<file path="config.mk">
export PLATFORM = sky130hd
export DESIGN_NAME = alu_issuer
export DESIGN_NICKNAME = d
export VERILOG_FILES = /design/src/rtl/alu_issuer.sv
export SDC_FILE = /design/constraint.sdc
export NUM_CORES = 1
export LEC_CHECK = 0
export ABC_AREA = 1
export CORE_UTILIZATION = 33
export CTS_BUF_LIST = sky130_fd_sc_hd__clkbuf_4
export CTS_CLUSTER_SIZE = 8
export DETAILED_ROUTE_END_ITERATION = 10
export PLACE_DENSITY = 0.7
export SETUP_SLACK_MARGIN = 0.3
export SLEW_MARGIN = 0
export SYNTH_ARGS = -nofsm -noshare
export SYNTH_HDL_FRONTEND = slang
export SYNTH_SLANG_ARGS = --single-unit
</file>
<file path="constraint.sdc">
create_clock -name clk -period 1.9 [get_ports clk]
set_input_delay 0.57 -clock clk [delete_from_list [all_inputs] [get_ports clk]]
set_output_delay 0.57 -clock clk [all_outputs]
set_load 0.02 [all_outputs]
</file>
<file path="src/rtl/alu_issuer.sv">
// Command-side issuer for the fixed-point ALU: accepts one operation, holds the ALU
// inputs until the unit answers or the timeout expires, then offers the result.
module alu_issuer #(
    parameter int N       = 32,
    parameter int TIMEOUT = 255
) (
    input  logic                clk,
    input  logic                rst,
    input  logic                cmd_valid,
    output logic                cmd_ready,
    input  logic [2:0]          cmd_instr,
    input  logic signed [N-1:0] cmd_a,
    input  logic signed [N-1:0] cmd_b,
    output logic                enable_alu,
    output logic [2:0]          instr,
    output logic signed [N-1:0] dataA,
    output logic signed [N-1:0] dataB,
    input  logic                alu_valid,
    input  logic                alu_zero,
    input  logic signed [N-1:0] alu_data,
    output logic                res_valid,
    input  logic                res_ready,
    output logic signed [N-1:0] res_data,
    output logic                res_zero,
    output logic                res_timeout,
    output logic                busy
);

    localparam int CW = $clog2(TIMEOUT + 1);

    typedef enum logic [1:0] {
        S_IDLE,
        S_WAIT,
        S_RESP,
        S_GAP
    } state_t;

    state_t              state_q, state_d;
    logic                cmd_ready_q, cmd_ready_d;
    logic                en_q, en_d;
    logic [2:0]          instr_q, instr_d;
    logic signed [N-1:0] a_q, a_d;
    logic signed [N-1:0] b_q, b_d;
    logic                res_valid_q, res_valid_d;
    logic signed [N-1:0] res_data_q, res_data_d;
    logic                res_zero_q, res_zero_d;
    logic                res_to_q, res_to_d;
    logic [CW-1:0]       cnt_q, cnt_d;

    always_comb begin
        state_d    = state_q;
        en_d       = en_q;
        instr_d    = instr_q;
        a_d        = a_q;
        b_d        = b_q;
        res_data_d = res_data_q;
        res_zero_d = res_zero_q;
        res_to_d   = res_to_q;
        cnt_d      = cnt_q;

        case (state_q)
            S_IDLE: begin
                if (cmd_valid && cmd_ready_q) begin
                    instr_d = cmd_instr;
                    a_d     = cmd_a;
                    b_d     = cmd_b;
                    cnt_d   = '0;
                    // Illegal opcodes never reach the ALU; answer with a zero result at once.
                    if (cmd_instr[2:1] == 2'b11) begin
                        state_d    = S_RESP;
                        en_d       = 1'b0;
                        res_data_d = '0;
                        res_zero_d = 1'b1;
                        res_to_d   = 1'b0;
                    end else begin
                        state_d = S_WAIT;
                        en_d    = 1'b1;
                    end
                end
            end
            S_WAIT: begin
                cnt_d = cnt_q + CW'(1);
                // A result arriving on the timeout cycle still counts as a real result.
                if (alu_valid) begin
                    state_d    = S_RESP;
                    en_d       = 1'b0;
                    res_data_d = alu_data;
                    res_zero_d = alu_zero;
                    res_to_d   = 1'b0;
                end else if (cnt_q == CW'(TIMEOUT - 1)) begin
                    state_d    = S_RESP;
                    en_d       = 1'b0;
                    res_data_d = '0;
                    res_zero_d = 1'b1;
                    res_to_d   = 1'b1;
                end
            end
            S_RESP: begin
                if (res_ready) begin
                    state_d = S_GAP;
                end
            end
            S_GAP: begin
                state_d = S_IDLE;
            end
            default: begin
                state_d = S_IDLE;
                en_d    = 1'b0;
            end
        endcase

        res_valid_d = (state_d == S_RESP);
        cmd_ready_d = (state_d == S_IDLE);
    end

    always_ff @(posedge clk) begin
        if (rst) begin
            state_q     <= S_IDLE;
            cmd_ready_q <= 1'b0;
            en_q        <= 1'b0;
            instr_q     <= '0;
            a_q         <= '0;
            b_q         <= '0;
            res_valid_q <= 1'b0;
            res_data_q  <= '0;
            res_zero_q  <= 1'b0;
            res_to_q    <= 1'b0;
            cnt_q       <= '0;
        end else begin
            state_q     <= state_d;
            cmd_ready_q <= cmd_ready_d;
            en_q        <= en_d;
            instr_q     <= instr_d;
            a_q         <= a_d;
            b_q         <= b_d;
            res_valid_q <= res_valid_d;
            res_data_q  <= res_data_d;
            res_zero_q  <= res_zero_d;
            res_to_q    <= res_to_d;
            cnt_q       <= cnt_d;
        end
    end

    assign cmd_ready   = cmd_ready_q;
    assign enable_alu  = en_q;
    assign instr       = instr_q;
    assign dataA       = a_q;
    assign dataB       = b_q;
    assign res_valid   = res_valid_q;
    assign res_data    = res_data_q;
    assign res_zero    = res_zero_q;
    assign res_timeout = res_to_q;
    assign busy        = (state_q != S_IDLE);

endmodule

</file>
==> parameters.txt <==
Parameter                              Value

Outcome
  Run status    finished, final reports clean

Finish
  Synthesis-to-finish area growth    70.8%
  Post-route cell area    ~7300 sq um
  Nets@finish    873
  Fill cell instance count of the final layout    1178
  Combined area of the multi-input logic cells    roughly 1800 sq um
  Sequential cell area    approximately 2400 sq um
  Number of standard cells in the layout, taps in and fillers out    949
  Ratio of cells with drive above 1 in the final layout    ~40%

Setup path
  Sort of element at the start of the critical path    flop
  Highest net fanout along the worst path    2
  Data required time at the worst endpoint    approximately 1300 ps
  Logic depth of the worst register-to-register path    9
  Kind of cell with the highest combined delay on the critical path    flip-flops
  CP peak stage delay    between 300 and 400 ps
  Critical Path Sink Type    primary output
  Worst setup path category    reg -> out
  Cell breakdown of the critical path    inv_4 > nand2_4 > buf_6
  Launch instance of the worst register-to-register path    state_q[0]$_SDFF_PP0_
  Critical-path top delay cell    sky130_fd_sc_hd__dfxtp_2
  Setup slack on the worst flop-to-flop path    slightly below 400 ps
  CP Buf/Inv Count    2
  Endpoint of the worst-slack reg-to-reg timing path    res_data[30]$_SDFFE_PP0P_
  Arr. time, crit path    approximately 1100 ps

Floorplan
  Floorplan Core Area    12600 sq um
  Horizontal extent of the die    116 um
  IO Pins    210
  Overall die height    approximately 120 um
  Effective utilization at floorplan    around a third
  Count of standard-cell rows    41
  DIE AREA    13400 sq um

STA
  Unrepaired setup endpoints after global routing    true
  Final hold violations    0
  Post-route clock period utilization    slightly below 90%
  Final setup violation count    0
  Max Clk Rate    599 MHz
  Min Tclk post-route    roughly 1700 ps
  Worst-margin pin slew    roughly 400 ps
  Total count of max-transition violations in the final report    0
  Relative slew slack    about 73%
  Worst clock skew    just under 10 ps

Synth
  Fraction of the mapped netlist area in adder cells    less than 1%
  Share of synthesized area occupied by flip-flops and latches    a little over half
  Post-synthesis compound-gate area fraction    roughly 15%
  Number of warnings issued by yosys    0
  Combinational family with the most area after synthesis    simple AND/OR/NAND/NOR gates
  Multiplexer share of the synthesized area    0%
  Most area-consuming cells after synthesis    sky130_fd_sc_hd__dfxtp_1, sky130_fd_sc_hd__nor2_1, sky130_fd_sc_hd__o21ai_0
  Number of synthesized register bits    around 110
  Fraction of synthesized cell area in xor and xnor cells    0.205%
  Ys async rst share    0%
  Cell with the most instances after synthesis    sky130_fd_sc_hd__nor2_1
  Top cell type by total area after synthesis    sky130_fd_sc_hd__dfxtp_1
  Syn Nets    between 600 and 700
  Simple-gate share of the synthesized area    25.2%
  Synthesized instance count    around 530
  Post-synthesis cell type count    30
  Average instance area after synthesis    7.98 sq um
  Commonest register cell after synthesis    sky130_fd_sc_hd__dfxtp_1
  Number of enable-type register cells in the synthesized netlist    0
  Commonest cells post-synth    sky130_fd_sc_hd__nor2_1, sky130_fd_sc_hd__dfxtp_1, sky130_fd_sc_hd__nand2_1, sky130_fd_sc_hd__o21ai_0, sky130_fd_sc_hd__a21oi_1
  Top-area cell type share of the netlist area    between 50% and 60%
  Area of the mapped netlist    around 4300 sq um

Drt
  Post-detailed-route wirelength per cell    between 10 and 15 um
  Antenna Violating Nets Remaining    0
  Wire length after detailed routing    about 13000 um
  1st-pass router iterations    4
  Mean number of vias per cell    approximately 4.6
  DRC viols    0
  Vias after detailed routing    about 4400
  Iter 0 DRT Violations    ~250

Place
  Quantity of I/O buffers inserted on ports    roughly 210
  Post-Place Cells    896
  Cell area after placement    6530 sq um
  HPWL Detailed    8720 um
  Final RePlAce weighted congestion    ~0.78

Clock tree
  Clock root buffer    sky130_fd_sc_hd__clkbuf_4
  Post-CTS clock slew at the launch and capture registers of the worst setup and hold paths    approximately 100 ps
  Hold-fix buffers, CTS    0
  Number of CTS-inserted buffers    17
  H-tree Lvls    4
  Clock tree from TritonCTS    done
  Buffer depth of the longest clock path    2
  Clock net sink count    around 110
  Later-pin clock latency in the skew report    520 ps

Global route
  Pin count of the biggest net entering global routing    74
  Overflow left after global routing    0
  Wire length of the first global-routing pass    20300 um
  Vias in the first global route    4352
  Tot GR Track Use    19.7%
  Initial antenna violation count    0

Job
  Number of max-cap violations    0

Power
  Static Leakage    3.10 nW
  Total chip power    0.00624 W
  Power Dens Cells    approximately 860 nW/um^2
  Peak supply drop    ~0.00055 V

Worst hold path
  Cells on Worst Hold Path    2
  Destination of the worst hold path    res_timeout$_SDFFE_PP0P_
  Hold Crit Class    in -> reg
  Origin of the worst min-delay path    rst
==> worst reg2reg max path, cell delays in order, from the launching register on <==
cell,delay (ps)
sky130_fd_sc_hd__dfxtp_2,370
sky130_fd_sc_hd__inv_4,50
sky130_fd_sc_hd__buf_4,140
sky130_fd_sc_hd__nor2_4,190
sky130_fd_sc_hd__buf_4,160
sky130_fd_sc_hd__nand2_2,50
sky130_fd_sc_hd__inv_2,60
sky130_fd_sc_hd__buf_12,170
sky130_fd_sc_hd__nand2_1,100
sky130_fd_sc_hd__a21oi_2,150
==> power by group <==
| group | internal, W | switching (W) | total (W) |
|---|---|---|---|
| combinational | 0.000773 | 0.000780 | 0.00155 |
| clock | 0.00105 | 0.000858 | 0.00191 |
| sequential | 0.00264 | 0.000145 | 0.00278 |
==> stage by stage <==
stage                     utilization [%]  setup slack (ps)  TNS, ps  hold WS (ps)
final                                57.7               229        0           374
after global routing                 57.7               162        0           352
after CTS                            57.1               187        0           330
after detailed placement             51.7              -108     -705           454
after global placement               51.7             -83.4     -228           450
after floorplan                         -               469        0           466
==> cell families after synthesis <==
kind of cell,Yosys count
DFF,114
and+or+nand+nor,255
AOI/OAI and AO/OA,114
xor gates and xnor gates,1
adders and majority gates,2
buffers and inverters,48
==> state kept, by name (all words and copies together), names as in the netlist <==
signal / count
dataB: 32
cnt_q: 8
enable_alu: 1
res_valid: 1
cmd_ready: 1
state_q: 2
res_zero: 1
res_data: 32
instr: 3
dataA: 32
res_timeout: 1
==> layout by cell type, fill, tap and decap left out, drive strengths merged <==
master,n
nor3,5
nor2,140
nand2,97
a21boi,1
diode,1
o22ai,1
or2,1
xor2,1
nor3b,1
clkbuf,20
nand4,1
o21ai,68
bufinv,4
ha,2
dfxtp,114
clkdlybuf4s50,103
inv,14
clkinv,6
nand3,11
buf,142
a21oi,44
==> per-layer routing <==
| metal | track usage [%] | up-vias | routed length (um) |
|---|---|---|---|
| met5 | 0 | - | 0 |
| met4 | 10.1 | 0 | 333 |
| met3 | 7.58 | 24 | 1080 |
| met2 | 33.8 | 158 | 6610 |
| met1 | 21.0 | 2045 | 5200 |
| li1 | - | 2180 | - |
==> worst max-delay path by stage <==
stage	from	end	slack, ps	cells past startpoint
floorplan	cmd_valid	res_data[22]$_SDFFE_PP0P_	470	8
global placement	cmd_valid	cnt_q[7]$_SDFFE_PP0P_	-80	8
detailed placement	cmd_valid	cnt_q[7]$_SDFFE_PP0P_	-110	8
CTS	state_q[0]$_SDFF_PP0_	busy	190	3
global route	state_q[0]$_SDFF_PP0_	busy	160	3
finish	state_q[0]$_SDFF_PP0_	busy	230	3
==> timing repair <==
item	4_1_cts	5_1_grt
pin swaps	1	2
gates resized for setup	738	2
setup buffers	15	7
endpoints found under the setup margin	105	119
gates cloned	0	1
==> cell type report <==
type	count	area share, %
Antenna cell	1	0.0344
Clock buffer	20	2.06
Clock inverter	9	1.92
Inverter	15	0.808
Multi-Input combinational cell	373	24.2
Sequential cell	114	33.2
Tap cell	172	2.96
Timing Repair Buffer	245	34.9
(Power assumes the default switching activity.)
